--- config.mk ---
export PLATFORM = sky130hd
export DESIGN_NAME = pattern_detector
export DESIGN_NICKNAME = d
export VERILOG_FILES = /design/src/rtl/pattern_detector_pkg.sv /design/src/rtl/sat_counter.sv /design/src/rtl/pattern_detector.sv
export SDC_FILE = /design/constraint.sdc
export NUM_CORES = 1
export LEC_CHECK = 0
export ABC_CLOCK_PERIOD_IN_PS = 3500
export CAP_MARGIN = 10
export CORE_MARGIN = 2
export CORE_UTILIZATION = 53
export DETAILED_ROUTE_END_ITERATION = 10
export PLACE_DENSITY_LB_ADDON = 0.15
export SKIP_LAST_GASP = 1
export SLEW_MARGIN = 15
export SYNTH_ARGS = -nofsm -noshare
export SYNTH_HDL_FRONTEND = slang
export SYNTH_SLANG_ARGS = --single-unit
--- constraint.sdc ---
create_clock -name clk -period 3.5 [get_ports clk]
set_clock_uncertainty 0.1 [all_clocks]
set_input_delay 0.525 -clock clk [delete_from_list [all_inputs] [get_ports clk]]
set_output_delay 0.525 -clock clk [all_outputs]
set_load 0.005 [all_outputs]
--- src/rtl/pattern_detector_pkg.sv ---
// pattern_detector_pkg: shared FSM state encoding for the serial pattern detector
package pattern_detector_pkg;
    typedef enum logic [1:0] {UNCFG, HUNT, HIT} state_t;
endpackage

--- src/rtl/sat_counter.sv ---
// sat_counter: up-counter that sticks at all-ones, with synchronous clear
module sat_counter #(
    parameter int W = 8
) (
    input  logic         clk,
    input  logic         reset,
    input  logic         clr,
    input  logic         en,
    output logic [W-1:0] count
);
    always_ff @(posedge clk) begin
        if (reset || clr) count <= '0;
        else if (en && !(&count)) count <= count + 1'b1;
    end
endmodule

--- src/rtl/pattern_detector.sv ---
// pattern_detector: configurable serial pattern matcher with Mealy/Moore and overlap modes
module pattern_detector #(
    parameter int PAT_W = 4,
    parameter int CNT_W = 8
) (
    input  logic             clk,
    input  logic             reset,
    input  logic             cfg_load,
    input  logic [PAT_W-1:0] cfg_pattern,
    input  logic             cfg_overlap,
    input  logic             cfg_moore,
    input  logic             in_valid,
    input  logic             in,
    output logic             out,
    output logic [CNT_W-1:0] match_count
);
    import pattern_detector_pkg::*;
    localparam int FW = $clog2(PAT_W + 1);
    localparam logic [FW-1:0] FULL = FW'(PAT_W);
    localparam logic [FW-1:0] NEAR = FW'(PAT_W - 1);
    state_t state, state_nx;
    logic [PAT_W-1:0] pat, shifted;
    // only the newest PAT_W-1 bits can ever take part in a future match
    logic [PAT_W-2:0] hist;
    logic [FW-1:0] fill;
    logic overlap, moore, active, match;
    always_comb begin
        active   = in_valid && !cfg_load && state != UNCFG;
        shifted  = {hist, in};
        match    = active && fill >= NEAR && shifted == pat;
        out      = moore ? state == HIT : match;
        state_nx = cfg_load ? HUNT : state == UNCFG ? UNCFG : (moore && match) ? HIT : HUNT;
    end
    always_ff @(posedge clk) begin
        if (reset) begin
            state   <= UNCFG;
            pat     <= '0;
            overlap <= 1'b0;
            moore   <= 1'b0;
            hist    <= '0;
            fill    <= '0;
        end else begin
            state <= state_nx;
            if (cfg_load) begin
                pat     <= cfg_pattern;
                overlap <= cfg_overlap;
                moore   <= cfg_moore;
                hist    <= '0;
                fill    <= '0;
            end else if (active) begin
                hist <= shifted[PAT_W-2:0];
                fill <= (match && !overlap) ? '0 : fill == FULL ? fill : fill + 1'b1;
            end
        end
    end
    sat_counter #(.W(CNT_W)) u_cnt (
        .clk   (clk),
        .reset (reset),
        .clr   (cfg_load),
        .en    (match),
        .count (match_count)
    );
endmodule

======== Word level (Yosys, flattened, before mapping) ========
Index checks and enable logic that the tools add are counted.
storage, ports and cells
  bits in read-only memories .............. 0
  bits in latches ......................... 0
  word-level logic and storage cells ...... 38
  bits in writable memories ............... 0
  register bits ........................... 22
  output and inout port bits .............. 9
  memories kept ........................... 0
operators by class
  add/subtract/negate cells ............... 2
  equal/unequal tests ..................... 4
  bitwise logic cells ..................... 0
  reduce and logical (&&, ||, !) cells .... 17
  shift-type cells ........................ 0
  magnitude comparators ................... 1
  $mul .................................... 0
  multiplexer cells ....................... 6
  div/mod/pow operators ................... 0
operators with widths
  cell                   count
  $add A8 B1 Y8 const B  1
  $reduce_and A8 Y1      1
  $logic_and A1 B1 Y1    7
  $mux W3                2
  $eq A4 B4 Y1           1
  $add A3 B1 Y3 const B  1
  $eq A3 B3 Y1 const B   1
  $ge A3 B2 Y1 const B   1
  $logic_not A1 Y1       3
  $mux W1                3
  $reduce_or A3 Y1       1
  $eq A2 B2 Y1 const B   1
  $logic_not A2 Y1       1
  $mux W2                1
  $ne A2 B2 Y1 const B   1
  $reduce_and A2 Y1      1
  $reduce_bool A2 Y1     1
  $reduce_or A2 Y1       1
  $logic_or A1 B1 Y1     1

======== Longest topological paths before layout ========
Gate-level depths: netlist (run 1).
  word-level depth ........................ 9
  depth in mapped cells ................... 8

======== By module ========
A second synthesis (run 1) with hierarchy kept.
second synthesis, totals
  cell total of the unflattened synthesis .. 117
  area total of the unflattened synthesis .. 1,101.1 um^2
modules (own cells, without submodules)
  module            area an instance (um^2)  instances  cells each  sequential area each (um^2)
  pattern_detector  680.7                    1          73          280.3
  sat_counter       420.4                    1          44          160.2

======== Least setup slack after synthesis (run 1) ========
OpenSTA, ideal clock, no wires.
  path kind ............................... reg2out
  start point ............................. register fill[1]
  end point ............................... output out
  slack ................................... 1.200 ns
  data arrival time ....................... 1.675 ns
  cell stages (with the launch flop) ...... 8
  path buffers ............................ 1
  path through ............................ dfxtp_1 > ha_1 > ha_1 > a211oi_1 > or4b_4 > or2_1 > clkbuf_2 > o22ai_1
on the way
  cells in the longest elaborated chain, start to end .. 4
ends and longest elaborated chain
  item                              RTL line                source
  start: declaration                pattern_detector.sv:25  logic [FW-1:0] fill;
  start signal: assignment          pattern_detector.sv:52  fill <= (match && !overlap) ? '0 : fill == FULL ? fill : fill + 1'b1;
  $ge A3 B2 Y1                      pattern_detector.sv:30  match = active && fill >= NEAR && shifted == pat;
  $logic_and A1 B1 Y1 (2 in a row)  pattern_detector.sv:30
  $mux W1                           pattern_detector.sv:31  out = moore ? state == HIT : match;
  end: declaration                  pattern_detector.sv:14  output logic out,
No other way between the ends.

======== Worst setup path after layout (run 1) ========
Ends and elaborated chain as after synthesis.

==> results.cfg, run 1 <==
[status]
status = finished, final reports clean

[global_routing]
grt_busiest_layer = met2
grt_max_degree = 13
met2_usage = 0.3105
grt_usage = 0.2096
antenna_found_initial = 0
grt_pass1_vias = 784
grt_pass1_wl_um = 3374
met3_usage = 0.04444
use_met1 = 0.2851
grt_remaining_overflow = 0

[routing]
routed_wl_um = 1988
first_pass_iters = 4
first_iter_violations = 9
post-route-drc-count = 0
ant_nets = 0
vias = 865
wl_per_cell_um = 12.43
via_per_inst = 5.406

[synth]
ys_warn_count = 0
yosys.area.top_type_share = 0.4251
postSynthCellCount = 115
synth-seq-cells = 22
ys.flop_type = dfxtp_1
synth_top_area_cell = dfxtp_1
synth_top_family_by_area = simple AND/OR/NAND/NOR gates
synth_nets = 130
syn-cell-area_mm2 = 0.001036
synthTopCellsByCount = dfxtp_1 (22), nor2_1 (15), mux2i_1 (10)
synthMuxAreaShare = 0.09662
synth-compound-area-share = 0.1147
synth-seq-area-share = 0.4251
syn_avg_cell_area_um2 = 9.009
synth-xor-area-share = 0.05072
synth_edf_count = 0
synth_adder_area_share = 0.04831
yosys.cell_types.count = 33
synth_area_leaders = dfxtp_1 (43%), mux2i_1 (9.7%), nor2_1 (5.4%), ha_1 (4.8%), xnor2_1 (4.2%)
synthMostInstantiatedCell = dfxtp_1
async_reset_ff_frac = 0
synth-simple-area-share = 0.2258

[critical_path]
worstPathRequired_ps = 2870
cp_cell_sequence = ha_1, ha_1, a211oi_1, or4b_4, or2_1, o22ai_1, clkdlybuf4s50_1
worstReg2RegEnd = u_cnt.count[4]
critPathLaunchType = flip-flop
reg2reg_from = fill[1]
path_class = flip-flop to output port
arrival_ps = 2590
cp_slowest_stage_delay_ps = 530
ff2ff_path_depth = 7
crit_top_cell = ha_1
worstSetupStartpoint = fill[1]
cp_max_fo = 7
slowest_stage = clkdlybuf4s50_1
reg2reg_slack_ps = 1060
end_kind = output port

[clock_tree]
htreeDepth = 1
clk_path_buf_depth = 2
tritoncts = done
cts-resized-gates = 0
post_cts_buffers = 0
clk_pin_slew_worst_paths_ps = 120
numClockSinks = 22
cts_buffers = 3
clock-root-buffer = clkbuf_4
hold_buffers = 0
clk-insertion-delay-late_ps = 300

[timing]
fmax_ghz = 0.3110
maxSlewViolCount = 0
grt_setup_unrepaired = false
fin_crit_ps = 3216
worst_pin_slew_ps = 393.9
tns_ps = 0
relSlewSlack = 0.7346
setup_viol = 0
timing_hold_violations_final = 0
fin_crit_sh = 0.9188

[hold_path]
hold_class = flip-flop to flip-flop
worstHoldPathCells = 2
hp-start = moore
whs_endpoint = state[1]

[floorplanning]
core.rowCount = 15
core_area_mm2 = 0.001783
ios = 20
die_area_mm2 = 0.002324
die_h_um = 48.21
fp.dieW_um = 48.21
start_util = 0.5811

[layout]
num_antenna_cells = 0
layout-drive-gt1-share = 0.06667
fillers = 154
final_nets = 151
area_delta_synth_final_pct = 24.27

[power]
ir_drop_v = 0.0003041
power.leakage_nw = 0.4491
power_w = 0.0004342
powerDensity_mw_per_mm2 = 337.2

[place]
gp_congestion = 0.8580
portBuffers = 19
place_hpwl_um = 1527

[job]
maxCapViolCount = 0
==> per-layer routing <==
layer,vias to the layer above,wire [um]
met5,-,0
met4,0,43
met3,4,34
met2,11,891
met1,400,1019
li1,450,-
==> cell type report <==
cell class | instances | area (um2) | share of cell area
Multi-Input combinational cell | 83 | 555.5 | 0.4315
Inverter | 5 | 18.77 | 0.01458
Tap cell | 25 | 31.28 | 0.02430
Timing Repair Buffer | 21 | 205.2 | 0.1594
Clock buffer | 4 | 36.28 | 0.02818
Sequential cell | 22 | 440.4 | 0.3421
==> worst max-delay path, delay by kind of cell, from the launching register on <==
| family | cells | cell delay, ps |
|---|---|---|
| AO/OA/AOI/OAI | 2 | 240 |
| adder cells (fa/ha/maj) | 2 | 300 |
| buffers and inverters | 1 | 530 |
| flip-flops | 1 | 390 |
| AND/OR/NAND/NOR | 2 | 830 |
==> flip-flops by register name (all words and copies together), names as in the netlist <==
signal	flops
pat	4
state	2
moore	1
fill	3
overlap	1
u_cnt.count	8
hist	3
==> layout by cell type (no fill, tap or decap), types with 2 or more instances in the layout <==
master	netlist	layout
a21oi_1	8	8
and4_1	2	2
buf_4	0	2
clkbuf_4	0	3
clkdlybuf4s50_1	0	19
dfxtp_1	22	22
ha_1	4	4
inv_1	5	5
mux2i_1	10	10
nand2_1	7	7
nand3_1	4	4
nand4_1	2	2
nor2_1	15	15
nor3_1	3	3
o21ai_0	3	3
o31ai_1	2	2
o41ai_1	2	2
or4_1	2	2
xnor2_1	5	5
==> how the worst max path moves through the flow <==
stage / endpoint / slack (ps) / cells past startpoint
after floorplan: out / 1200 / 7
after global placement: out / 370 / 5
after detailed placement: out / 290 / 5
after CTS: out / 240 / 7
after global routing: out / 140 / 7
final: out / 280 / 7
==> power by group <==
group / internal (W) / leakage, nW / switching [W]
sequential: 0.000256 / 0.179 / 0.00000364
clock: 0.0000634 / 0.0210 / 0.0000738
combinational: 0.0000212 / 0.249 / 0.0000166
==> per-stage QoR <==
step	hold WS (ps)	instances	instance area, um2	setup WS, ps	utilization
global placement	372.4	156	1251	367.9	0.7018
finish	399.6	160	1287	284.1	0.7221
global route	425.6	160	1287	138.2	0.7221
CTS	399.6	160	1287	239.8	0.7221
detailed placement	380.3	156	1251	292.8	0.7018
floorplan	352.4	115	1036	1200	-
==> logic make-up (layout without fill, tap and decap cells) <==
family	Yosys count	in the layout
AND/OR/NAND/NOR	44	44
AO/OA/AOI/OAI	19	19
multiplexers	10	10
buffers and inverters	10	30
XOR/XNOR	6	6
adder cells (fa/ha/maj)	4	4
flip-flops	22	22
Power figures use the tool's default switching activity.
==> inputs of run 2 (changes only) <==
- SKIP_CTS_REPAIR_TIMING: default -> 1
==> results of run 2 <==
The final DEF is identical to that of run 1; final timing and power are the same.
